===== src/rtl/bpu_sram_port_ctrl_if.sv =====
// ---------------------------------------------------------------------------
// bpu_sram_port_ctrl_if
//   Bundles every non-clock signal of bpu_sram_port_ctrl: the lookup read
//   channel, the update write channel, flush/init_done sideband and the
//   RW0 port of the predictor-table SRAM.
//
//   modport slave  : the port controller itself
//   modport master : its environment (predictor-table logic plus the SRAM
//                    macro, which supplies sram_rdata)
// ---------------------------------------------------------------------------
interface bpu_sram_port_ctrl_if #(
  parameter int ADDR_W = 8,
  parameter int DATA_W = 16
);
  // sideband
  logic              flush;
  logic              init_done;
  // lookup read channel
  logic              r_req_valid;
  logic              r_req_ready;
  logic [ADDR_W-1:0] r_req_idx;
  logic              r_resp_valid;
  logic [DATA_W-1:0] r_resp_data;
  // update write channel
  logic              w_req_valid;
  logic              w_req_ready;
  logic [ADDR_W-1:0] w_req_idx;
  logic [DATA_W-1:0] w_req_data;
  logic [DATA_W-1:0] w_req_mask;
  // SRAM RW0 port
  logic [ADDR_W-1:0] sram_addr;
  logic              sram_en;
  logic              sram_wmode;
  logic [DATA_W-1:0] sram_wmask;
  logic [DATA_W-1:0] sram_wdata;
  logic [DATA_W-1:0] sram_rdata;

  modport slave (
    input  flush, r_req_valid, r_req_idx,
           w_req_valid, w_req_idx, w_req_data, w_req_mask, sram_rdata,
    output init_done, r_req_ready, r_resp_valid, r_resp_data, w_req_ready,
           sram_addr, sram_en, sram_wmode, sram_wmask, sram_wdata
  );

  modport master (
    output flush, r_req_valid, r_req_idx,
           w_req_valid, w_req_idx, w_req_data, w_req_mask, sram_rdata,
    input  init_done, r_req_ready, r_resp_valid, r_resp_data, w_req_ready,
           sram_addr, sram_en, sram_wmode, sram_wmask, sram_wdata
  );
endinterface


===== src/rtl/bpu_sram_port_ctrl.sv =====
// ---------------------------------------------------------------------------
// bpu_sram_port_ctrl
//   Sequences one single-port, masked-write predictor SRAM between a lookup
//   reader and an update writer. After reset or flush it sweeps INIT_VAL
//   into every entry; afterwards updates are queued in a small in-order
//   write buffer and the port is arbitrated every cycle:
//     buffer full -> drain head, else accepted read, else drain head.
//
//   Ports:
//     clock, reset : clock (also the SRAM clock), async active-high reset
//     bus (slave)  : flush/init_done, read channel, write channel, SRAM RW0
// ---------------------------------------------------------------------------
module bpu_sram_port_ctrl #(
  parameter int              ADDR_W     = 8,
  parameter int              DATA_W     = 16,
  parameter int              DEPTH      = 256,
  parameter int              WBUF_DEPTH = 2,
  parameter logic [DATA_W-1:0] INIT_VAL = '0
) (
  input  logic                 clock,
  input  logic                 reset,
  bpu_sram_port_ctrl_if.slave  bus
);

  localparam int PTR_W = (WBUF_DEPTH > 1) ? $clog2(WBUF_DEPTH) : 1;
  localparam int CNT_W = $clog2(WBUF_DEPTH + 1);

  typedef enum logic {ST_INIT, ST_RUN} state_e;

  state_e                  state_q, state_d;
  logic [ADDR_W-1:0]       init_cnt_q, init_cnt_d;
  logic [PTR_W-1:0]        head_q, head_d, tail_q, tail_d;
  logic [CNT_W-1:0]        count_q, count_d;
  logic [WBUF_DEPTH-1:0]   valid_q, valid_d;
  logic                    r_resp_valid_q, r_resp_valid_d;

  logic [ADDR_W-1:0]       buf_idx_q  [WBUF_DEPTH];
  logic [DATA_W-1:0]       buf_data_q [WBUF_DEPTH];
  logic [DATA_W-1:0]       buf_mask_q [WBUF_DEPTH];

  logic                    run, full, r_ready, w_ready, rd_fire, wr_fire, drain;
  logic [WBUF_DEPTH-1:0]   hit_vec;

  function automatic logic [PTR_W-1:0] ptr_inc(input logic [PTR_W-1:0] p);
    return (p == PTR_W'(WBUF_DEPTH - 1)) ? '0 : p + PTR_W'(1);
  endfunction

  // A lookup may not overtake a pending update to the same index.
  genvar gi;
  generate
    for (gi = 0; gi < WBUF_DEPTH; gi++) begin : g_hit
      assign hit_vec[gi] = valid_q[gi] && (buf_idx_q[gi] == bus.r_req_idx);
    end
  endgenerate

  always_comb begin
    run     = (state_q == ST_RUN);
    full    = (count_q == CNT_W'(WBUF_DEPTH));
    r_ready = run && !full && !(|hit_vec);
    w_ready = run && !full;
    rd_fire = bus.r_req_valid && r_ready;
    wr_fire = bus.w_req_valid && w_ready;
    // When full r_ready is low, so this covers both the forced drain and
    // the idle-port drain. A flushing cycle never commits a buffered write.
    drain   = run && !bus.flush && (count_q != '0) && !rd_fire;

    state_d        = state_q;
    init_cnt_d     = init_cnt_q;
    head_d         = head_q;
    tail_d         = tail_q;
    valid_d        = valid_q;
    r_resp_valid_d = rd_fire;

    if (state_q == ST_INIT) begin
      init_cnt_d = init_cnt_q + ADDR_W'(1);
      if (init_cnt_q == ADDR_W'(DEPTH - 1)) begin
        state_d = ST_RUN;
      end
    end
    if (wr_fire) begin
      valid_d[tail_q] = 1'b1;
      tail_d          = ptr_inc(tail_q);
    end
    if (drain) begin
      valid_d[head_q] = 1'b0;
      head_d          = ptr_inc(head_q);
    end
    count_d = count_q + CNT_W'(wr_fire) - CNT_W'(drain);

    if (bus.flush) begin
      state_d    = ST_INIT;
      init_cnt_d = '0;
      head_d     = '0;
      tail_d     = '0;
      count_d    = '0;
      valid_d    = '0;
    end
  end

  // SRAM port: combinational from state, buffer head and the read request.
  always_comb begin
    bus.sram_en    = 1'b0;
    bus.sram_wmode = 1'b0;
    bus.sram_addr  = bus.r_req_idx;
    bus.sram_wmask = buf_mask_q[head_q];
    bus.sram_wdata = buf_data_q[head_q];
    if (state_q == ST_INIT) begin
      bus.sram_en    = 1'b1;
      bus.sram_wmode = 1'b1;
      bus.sram_addr  = init_cnt_q;
      bus.sram_wmask = '1;
      bus.sram_wdata = INIT_VAL;
    end else if (drain) begin
      bus.sram_en    = 1'b1;
      bus.sram_wmode = 1'b1;
      bus.sram_addr  = buf_idx_q[head_q];
    end else if (rd_fire) begin
      bus.sram_en    = 1'b1;
    end
    // The state already reads INIT during reset; keep the macro quiet.
    if (reset) begin
      bus.sram_en = 1'b0;
    end
  end

  assign bus.init_done    = run;
  assign bus.r_req_ready  = r_ready;
  assign bus.w_req_ready  = w_ready;
  assign bus.r_resp_valid = r_resp_valid_q;
  assign bus.r_resp_data  = bus.sram_rdata;

  always_ff @(posedge clock or posedge reset) begin
    if (reset) begin
      state_q        <= ST_INIT;
      init_cnt_q     <= '0;
      head_q         <= '0;
      tail_q         <= '0;
      count_q        <= '0;
      valid_q        <= '0;
      r_resp_valid_q <= 1'b0;
    end else begin
      state_q        <= state_d;
      init_cnt_q     <= init_cnt_d;
      head_q         <= head_d;
      tail_q         <= tail_d;
      count_q        <= count_d;
      valid_q        <= valid_d;
      r_resp_valid_q <= r_resp_valid_d;
    end
  end

  // Payload storage needs no reset; the valid bits qualify it.
  always_ff @(posedge clock) begin
    if (wr_fire) begin
      buf_idx_q[tail_q]  <= bus.w_req_idx;
      buf_data_q[tail_q] <= bus.w_req_data;
      buf_mask_q[tail_q] <= bus.w_req_mask;
    end
  end

endmodule


===== src/flat_wrapper.sv =====
// flat-port wrapper written by rule: the top's interface ports become plain ports
module bpu_sram_port_ctrl_flat 
#(
  parameter int              ADDR_W     = 8,
  parameter int              DATA_W     = 16,
  parameter int              DEPTH      = 256,
  parameter int              WBUF_DEPTH = 2,
  parameter logic [DATA_W-1:0] INIT_VAL = '0
)
  (clock, reset, bus_flush, bus_r_req_valid, bus_r_req_idx, bus_w_req_valid, bus_w_req_idx, bus_w_req_data, bus_w_req_mask, bus_sram_rdata, bus_init_done, bus_r_req_ready, bus_r_resp_valid, bus_r_resp_data, bus_w_req_ready, bus_sram_addr, bus_sram_en, bus_sram_wmode, bus_sram_wmask, bus_sram_wdata);
  bpu_sram_port_ctrl_if #(.ADDR_W(ADDR_W), .DATA_W(DATA_W)) bus_i ();
  input  logic clock;
  input  logic reset;
  input wire logic [$bits(bus_i.flush)-1:0] bus_flush;
  input wire logic [$bits(bus_i.r_req_valid)-1:0] bus_r_req_valid;
  input wire logic [$bits(bus_i.r_req_idx)-1:0] bus_r_req_idx;
  input wire logic [$bits(bus_i.w_req_valid)-1:0] bus_w_req_valid;
  input wire logic [$bits(bus_i.w_req_idx)-1:0] bus_w_req_idx;
  input wire logic [$bits(bus_i.w_req_data)-1:0] bus_w_req_data;
  input wire logic [$bits(bus_i.w_req_mask)-1:0] bus_w_req_mask;
  input wire logic [$bits(bus_i.sram_rdata)-1:0] bus_sram_rdata;
  output wire logic [$bits(bus_i.init_done)-1:0] bus_init_done;
  output wire logic [$bits(bus_i.r_req_ready)-1:0] bus_r_req_ready;
  output wire logic [$bits(bus_i.r_resp_valid)-1:0] bus_r_resp_valid;
  output wire logic [$bits(bus_i.r_resp_data)-1:0] bus_r_resp_data;
  output wire logic [$bits(bus_i.w_req_ready)-1:0] bus_w_req_ready;
  output wire logic [$bits(bus_i.sram_addr)-1:0] bus_sram_addr;
  output wire logic [$bits(bus_i.sram_en)-1:0] bus_sram_en;
  output wire logic [$bits(bus_i.sram_wmode)-1:0] bus_sram_wmode;
  output wire logic [$bits(bus_i.sram_wmask)-1:0] bus_sram_wmask;
  output wire logic [$bits(bus_i.sram_wdata)-1:0] bus_sram_wdata;
  assign bus_i.flush = bus_flush;
  assign bus_i.r_req_valid = bus_r_req_valid;
  assign bus_i.r_req_idx = bus_r_req_idx;
  assign bus_i.w_req_valid = bus_w_req_valid;
  assign bus_i.w_req_idx = bus_w_req_idx;
  assign bus_i.w_req_data = bus_w_req_data;
  assign bus_i.w_req_mask = bus_w_req_mask;
  assign bus_i.sram_rdata = bus_sram_rdata;
  assign bus_init_done = bus_i.init_done;
  assign bus_r_req_ready = bus_i.r_req_ready;
  assign bus_r_resp_valid = bus_i.r_resp_valid;
  assign bus_r_resp_data = bus_i.r_resp_data;
  assign bus_w_req_ready = bus_i.w_req_ready;
  assign bus_sram_addr = bus_i.sram_addr;
  assign bus_sram_en = bus_i.sram_en;
  assign bus_sram_wmode = bus_i.sram_wmode;
  assign bus_sram_wmask = bus_i.sram_wmask;
  assign bus_sram_wdata = bus_i.sram_wdata;
  bpu_sram_port_ctrl #(.ADDR_W(ADDR_W), .DATA_W(DATA_W), .DEPTH(DEPTH), .WBUF_DEPTH(WBUF_DEPTH), .INIT_VAL(INIT_VAL)) u_core (.clock(clock), .reset(reset), .bus(bus_i));
endmodule

===== config.mk =====
export PLATFORM = sky130hd
export DESIGN_NAME = bpu_sram_port_ctrl_flat
export DESIGN_NICKNAME = d
export VERILOG_FILES = /design/src/rtl/bpu_sram_port_ctrl_if.sv /design/src/rtl/bpu_sram_port_ctrl.sv /design/src/flat_wrapper.sv
export SDC_FILE = /design/constraint.sdc
export NUM_CORES = 1
export LEC_CHECK = 0
export ABC_AREA = 1
export CELL_PAD_IN_SITES_DETAIL_PLACEMENT = 1
export CELL_PAD_IN_SITES_GLOBAL_PLACEMENT = 1
export CORE_AREA = 8 8 126 128
export DETAILED_ROUTE_END_ITERATION = 8
export DIE_AREA = 0 0 134 136
export PLACE_DENSITY = 0.74
export SYNTH_ARGS = -nofsm -noshare
export SYNTH_HDL_FRONTEND = slang
export SYNTH_SLANG_ARGS = --single-unit

===== constraint.sdc =====
create_clock -name clock -period 2.91 [get_ports clock]
set_input_delay 0.7275 -clock clock [delete_from_list [all_inputs] [get_ports clock]]
set_output_delay 0.7275 -clock clock [all_outputs]
set_load 0.02 [all_outputs]

==> summary.md, run 1 <==
| Metric | Value |
|---|---|
| Status | `complete, no violations` |
| Drt initial violations | `~140` |
| Area of the die | `18200 um^2` |
| GRT Total Usage | `13.5%` |
| # hold bufs at CTS | `0` |
| Crit-path max FO | `5` |
| Count of cell types in the netlist | `31` |
| Post-Syn Instances | `around 420` |
| HP Class | `flip-flop to flip-flop` |
| Dpl hpwl | `about 8200 um` |
| Crit-path most repeated cell | `nand3_1` |
| Routed Wire Length | `~12000 um` |
| Root buffer cell | `clkbuf_16` |
| Residual DRC | `0` |
| Row cnt | `44` |
| Largest net degree at the start of global routing | `45` |
| Fin crit share | `98.1%` |
| Setup WS pre-CTS | `-716 ps` |
| Critical path class | `input pin to output port` |
| Initial Util | `between 30% and 40%` |
| Via density | `about 4.7` |
| Syn nets | `about 490` |
| H-tree depth | `3` |
| CP required | `about 2200 ps` |
| Clock sinks | `96` |
| Worst EP arrival | `2130 ps` |
| CTS tree | `built` |
| GRT overflow | `0` |
| RSZ-0062 raised after global routing | `false` |
| Power Dens Cells | `about 480 nW/um^2` |
| Layout cell share with drive strength beyond 1 | `between 15 and 20%` |
| Hold Vio Cnt, Final | `0` |
| Slew Limit Fails | `0` |
| Vias in the first global route | `~3700` |
| Worst-path cell with the longest stage delay | `dlygate4sd2_1` |
| Syn-to-layout area delta | `37.1%` |
| Worst setup margin | `~56 ps` |
| Pre-antenna DRT Iters | `4` |
| Max_cap viols | `0` |
| Synthesis warning total | `0` |
| Port Buffers | `between 90 and 100` |
| Via count | `around 3400` |
| Max incr delay on CP | `between 200 and 300 ps` |
| Antenna viol nets, final | `0` |
| Final #Nets | `approximately 600` |
| Final-layout fill cell count | `~1600` |
| Setup violators final | `0` |
| Endpoint class of the critical path | `output port` |
| First-pass GRT wire length | `approximately 19000 um` |
| CP Launch Type | `input pin` |
| Pleak | `between 2 and 2.5 nW` |
| Worst-Skew Late Latency | `350 ps` |
| Synthesized area | `4350 um^2` |
| Initial antenna violation count | `0` |
| Mean Syn Cell Area | `roughly 10 um^2` |
| Cts bufs inserted | `9` |
| Post-Route Setup TNS | `0 ps` |
| Max VDD drop | `between 0.3 and 0.4 mV` |
| Clock buffer depth | `2` |
| Fin Clk Skew | `around 2.6 ps` |
| F_max | `350 MHz` |
| Seq/Total Area, Yosys | `between 60 and 70%` |
| CTS clk-pin slew, worst paths | `about 70 ps` |
| Min Tclk post-route | `about 2900 ps` |
| Max_slew headroom | `56.1%` |
| Crit path cell chain | `dlygate4sd2_1 -> xor2_1 -> nor2_1 -> nand3_2 -> nand4_4 -> buf_6 -> nand3_1 -> nand3_1 -> nand2_1 -> buf_4` |
| Die H | `between 100 and 150 um` |
| Top Ports | `approximately 130` |
| Seq cells post-synth | `96` |
| Wirelength per Cell | `~17 um` |
| Core region area | `about 14000 um^2` |
| Slew @ Worst Pin | `between 600 and 700 ps` |
| Final Wtd Congestion | `around 0.77` |
| Die Wd | `134 um` |
| N_diodes | `0` |
## routing by layer
metal / track usage [%] / wire (um) / vias up
met4: 6.55 / 315 / 0
met1: 14.8 / 4970 / 1646
met2: 23.7 / 6140 / 77
met3: 3.88 / 647 / 30
li1: - / - / 1597
met5: 0 / 0 / -
## cell usage in the layout, fill, tap and decap left out, types with 4 or more instances in the layout
cell type        synthesis  final
inv_6                    1      4
clkbuf_2                 0      6
inv_2                    2      4
edfxtp_1                80     80
dfrtp_1                 16     15
xor2_1                   5      4
clkbuf_16                0      9
nor2_1                  53     48
inv_1                   34     32
clkdlybuf4s50_1          0     79
a21oi_1                  6      6
nand3_2                  1      9
o21ai_0                 29     29
nor2_2                   2      5
nand2_1                 99     96
buf_4                   17     23
nand3_1                 37     29
nand4_1                  4      4
buf_6                    2      7
## cells in the mapped netlist
| master | number | area [um^2] |
|---|---|---|
| nand2_1 | 99 | 372 |
| edfxtp_1 | 80 | 2400 |
| nor2_1 | 53 | 199 |
| nand3_1 | 37 | 185 |
| inv_1 | 34 | 128 |
| o21ai_0 | 29 | 145 |
| buf_4 | 17 | 128 |
| dfrtp_1 | 16 | 400 |
| clkbuf_1 | 9 | 33.8 |
| a21oi_1 | 6 | 30.0 |
| buf_2 | 5 | 25.0 |
| xor2_1 | 5 | 43.8 |
| nand4_1 | 4 | 25.0 |
| ha_1 | 3 | 37.5 |
| xnor2_1 | 3 | 26.3 |
| a211oi_1 | 2 | 15.0 |
| a31oi_1 | 2 | 12.5 |
| buf_6 | 2 | 22.5 |
| clkinv_1 | 2 | 7.51 |
| inv_2 | 2 | 7.51 |
| nor2_2 | 2 | 12.5 |
| a21boi_1 | 1 | 7.51 |
| a21oi_2 | 1 | 8.76 |
| inv_6 | 1 | 8.76 |
| mux2i_1 | 1 | 10.0 |
| nand2_2 | 1 | 6.26 |
| nand3_2 | 1 | 10.0 |
| nand4_2 | 1 | 12.5 |
| nor3b_1 | 1 | 7.51 |
| o21ai_1 | 1 | 5.00 |
| o21bai_4 | 1 | 18.8 |
## layout make-up
class                   instances  area [um^2]  share of cell area [%]
well taps                     184          230                    3.86
inverters                      39          151                    2.54
clock inverters                 7         77.6                    1.30
multi-input cells             255         1300                    21.7
flip-flops and latches         96         2800                    47.0
clock buffers                   9          225                    3.77
repair buffers                124         1180                    19.8
## worst max-delay path: cells and delay by family
family        cells  cell delay (ps)
xor+xnor          1              160
buf+inv           3              580
simple gates      6              660
## metrics by stage
step	cells	hold WS (ps)	cell area (um^2)	utilization, %	power [mW]
2_1_floorplan	422	468	4360	-	1.60
3_5_place_dp	693	508	5570	39.7	1.67
3_3_place_gp	693	481	5570	39.7	1.67
6_report	714	519	5970	42.5	2.87
4_1_cts	711	524	5880	41.9	2.90
5_1_grt	714	559	5970	42.5	2.96
## flip-flops by register name, indices dropped and copies added (netlist names)
register and count:
u_core.buf_data_q 32, u_core.buf_mask_q 32, u_core.buf_idx_q 16, u_core.init_cnt_q 8, u_core.count_q 2, u_core.valid_q 2
u_core.bus.init_done 1, u_core.bus.r_resp_valid 1, u_core.head_q 1, u_core.tail_q 1
## final timing paths
path	start	end	slack, ps	depth (start not counted)
min in group asynchronous	reset	u_core.bus.r_resp_valid	810	2
min	u_core.init_cnt_q[1]	u_core.init_cnt_q[1]	520	2
max in group asynchronous	reset	u_core.bus.init_done	1650	2
min reg2reg	u_core.init_cnt_q[1]	u_core.init_cnt_q[1]	520	2
max reg2reg	u_core.buf_idx_q[1][3]	u_core.count_q[1]	730	16
max	bus_r_req_idx[2]	bus_sram_addr[2]	60	10
## cell families (layout without fill, tap and decap cells)
| kind of cell | after synthesis | after routing | synth area share [%] |
|---|---|---|---|
| muxes | 1 | 1 | 0.230 |
| and+or+nand+nor | 199 | 200 | 19.1 |
| xor gates and xnor gates | 8 | 8 | 1.61 |
| buffers and inverters | 72 | 179 | 8.28 |
| DFF | 96 | 96 | 64.4 |
| adders and majority gates | 3 | 3 | 0.862 |
| AOI/OAI and AO/OA | 43 | 43 | 5.58 |
## power breakdown
| group | total [mW] | internal (mW) | switching, mW | leakage [nW] |
|---|---|---|---|---|
| Sequential | 1.49 | 1.49 | 0.00351 | 0.938 |
| Combinational | 0.147 | 0.0849 | 0.0624 | 1.26 |
| Clock | 1.23 | 0.679 | 0.551 | 0.153 |
| Total | 2.87 | 2.26 | 0.617 | 2.36 |
## timing repair
| item | CTS | global route |
|---|---|---|
| endpoints found under the hold margin | 0 | 0 |
| setup buffers | 1 | 2 |
| cloned | 1 | 1 |
| endpoints found under the setup margin | 17 | 14 |
| gates resized for setup | 64 | 39 |
| pin swaps | 7 | 18 |
(Power assumes the default switching activity.)
==> run 2, diff against run 1 <==
Settings changed: SLEW_MARGIN set to 20.
==> results of run 2 <==
No change in the layout: final DEF, timing and power equal those of run 1.
==> run 3, diff against run 2 <==
Settings changed: ABC_CLOCK_PERIOD_IN_PS set to 2910, CORE_AREA 8 8 126 128 to 2 2 120 122, DIE_AREA 0 0 134 136 to 0 0 122 124.
==> summary.md, run 3 (synthesized netlist as in run 1, its figures left out) <==
| Metric | Value |
|---|---|
| First-pass GRT wire length | `between 15000 and 20000 um` |
| Initial antenna violation count | `0` |
| Max_cap viols | `0` |
| Most frequent cells in the layout | `99 x nand2_1, 80 x edfxtp_1, 79 x clkdlybuf4s50_1, 48 x nor2_1, 35 x nand3_1` |
| Pleak | `2.34 nW` |
| Hold Path End | `u_core.init_cnt_q[1]` |
| Fin crit share | `a little over nine tenths` |
| Final Wtd Congestion | `between 0.8 and 0.9` |
| Worst reg2reg path startpoint | `u_core.buf_idx_q[1][3]` |
| F_max | `between 300 and 400 MHz` |
| Routed Wire Length | `11800 um` |
| Slew @ Worst Pin | `slightly below 700 ps` |
| Crit-path max FO | `6` |
| Area of the die | `15100 um^2` |
| Crit path cell chain | `clkdlybuf4s50_1 -> nor2_2 -> o21ai_2 -> inv_2 -> buf_6 -> nand3_1 -> nand3_1 -> nand2_1 -> buf_4` |
| Vias in the first global route | `~3800` |
| Final instance area | `5870 um^2` |
| RSZ-0062 raised after global routing | `false` |
| Final-layout fill cell count | `roughly 1600` |
| Worst EP arrival | `around 2100 ps` |
| Logic gate share of total power | `5.1%` |
| Dpl hpwl | `8310 um` |
| Clock network fraction of total power | `about two fifths` |
| CTS tree | `built` |
| H-tree depth | `3` |
| R2R Setup Slk | `roughly 670 ps` |
| Power Total | `around 2.8 mW` |
| Worst r2r dst | `u_core.count_q[1]` |
| Port Buffers | `98` |
| GRT Total Usage | `16.4%` |
| Via count | `about 3300` |
| Cts bufs inserted | `9` |
| Drt initial violations | `between 100 and 150` |
| Commonest non-fill, non-tap cell in the layout | `nand2_1` |
| Hold Crit Depth | `2` |
| Root buffer cell | `clkbuf_16` |
| Psw | `~0.57 mW` |
| CTS clk-pin slew, worst paths | `about 60 ps` |
| Layout cell share with drive strength beyond 1 | `roughly 15%` |
| CP Launch Type | `input pin` |
| Top Ports | `approximately 130` |
| Max VDD drop | `between 0.3 and 0.4 mV` |
| Via density | `4.68` |
| Die H | `about 120 um` |
| Residual DRC | `0` |
| Die Wd | `122 um` |
| Setup violators final | `0` |
| Row cnt | `43` |
| Switching Share | `roughly a fifth` |
| Hold Vio Cnt, Final | `0` |
| Clock buffer depth | `2` |
| Max incr delay on CP | `about 440 ps` |
| Initial Util | `between 30% and 40%` |
| Largest net degree at the start of global routing | `45` |
| Worst-path cell with the longest stage delay | `clkdlybuf4s50_1` |
| Core region area | `between 10000 and 15000 um^2` |
| Power Dens Cells | `478 nW/um^2` |
| GRT overflow | `0` |
| Int Pwr | `approximately 2.2 mW` |
| CP Buf/Inv Count | `4` |
| Hold WS | `between 500 and 600 ps` |
| CP required | `2180 ps` |
| Min Tclk post-route | `between 2000 and 3000 ps` |
| Placed cell area | `~5600 um^2` |
| Clock sinks | `96` |
| Reg2Reg Depth | `16` |
| Crit-path most repeated cell | `nand3_1` |
| Critical path class | `input pin to output port` |
| Wirelength per Cell | `16.6 um` |
| Endpoint class of the critical path | `output port` |
| HP Class | `flip-flop to flip-flop` |
| Max_slew headroom | `a little over half` |
| Hold Startpoint | `u_core.init_cnt_q[1]` |
| Largest delay contributor family on the critical path | `buffers and inverters` |
| # hold bufs at CTS | `0` |
| Antenna viol nets, final | `0` |
| Slew Limit Fails | `0` |
| Syn-to-layout area delta | `34.8%` |
| Fin Clk Skew | `roughly 6.4 ps` |
| Pre-antenna DRT Iters | `4` |
| Biggest regs | `u_core.buf_data_q: 32 flops, u_core.buf_mask_q: 32 flops, u_core.buf_idx_q: 16 flops` |
| Flop pwr share | `53.3%` |
| Status | `complete, no violations` |
| N_diodes | `0` |
| Crit path from | `bus_flush` |
| Final #Nets | `about 600` |
| Worst-Skew Late Latency | `340 ps` |
run 3: final cells by class:
type	instances	area [um^2]	share of cell area, %
inverters	39	151	2.58
multi-input cells	255	1250	21.2
clock buffers	11	233	3.97
well taps	180	225	3.84
flip-flops and latches	96	2810	47.8
repair buffers	125	1150	19.6
clock inverters	5	56.3	0.960
run 3: worst min-delay path: stages, from the launching register on:
cell and delay, ps:
dfrtp_1 380, nand2_1 60, nand2_1 50
run 3: power by group through the flow:
stage	combinational, mW	sequential (mW)	clock (mW)
after detailed placement	0.149	1.53	0
after CTS	0.143	1.50	1.21
after floorplan	0.0704	1.52	0
final	0.144	1.50	1.17
after global placement	0.142	1.52	0
after global routing	0.157	1.50	1.25
run 3: per-stage QoR:
stage	TNS (ps)	worst slack, ps	instances	util (%)
finish	0	113	711	42.8
global route	0	6.50	711	42.8
CTS	0	0.682	707	42.6
detailed placement	-7370	-739	690	40.5
global placement	-6560	-684	690	40.5
floorplan	0	264	422	-
run 3: layer usage:
| layer | global-route usage, % | vias to the layer above | part of all wire, % |
|---|---|---|---|
| li1 | - | 1600 | - |
| met1 | 18.1 | 1630 | 40 |
| met2 | 30.8 | 85 | 54 |
| met3 | 4.03 | 15 | 5.0 |
| met4 | 5.39 | 0 | 1.2 |
| met5 | 0 | - | 0 |
run 3: worst max path at each step:
stage                              end  slack [ps]  cells after the start
6_report              bus_sram_addr[0]         110                      9
5_1_grt               bus_sram_addr[0]           6                     14
4_1_cts             bus_sram_wdata[12]         0.7                      4
3_5_place_dp          bus_sram_addr[7]        -740                     14
3_3_place_gp          bus_sram_addr[7]        -680                     14
2_1_floorplan  u_core.buf_data_q[1][0]         260                      5
run 3: what timing repair did:
item,CTS,global route
setup buffers,0,3
pin swaps,10,14
cloned,1,1
gates resized for setup,66,28
endpoints found under the setup margin,43,37
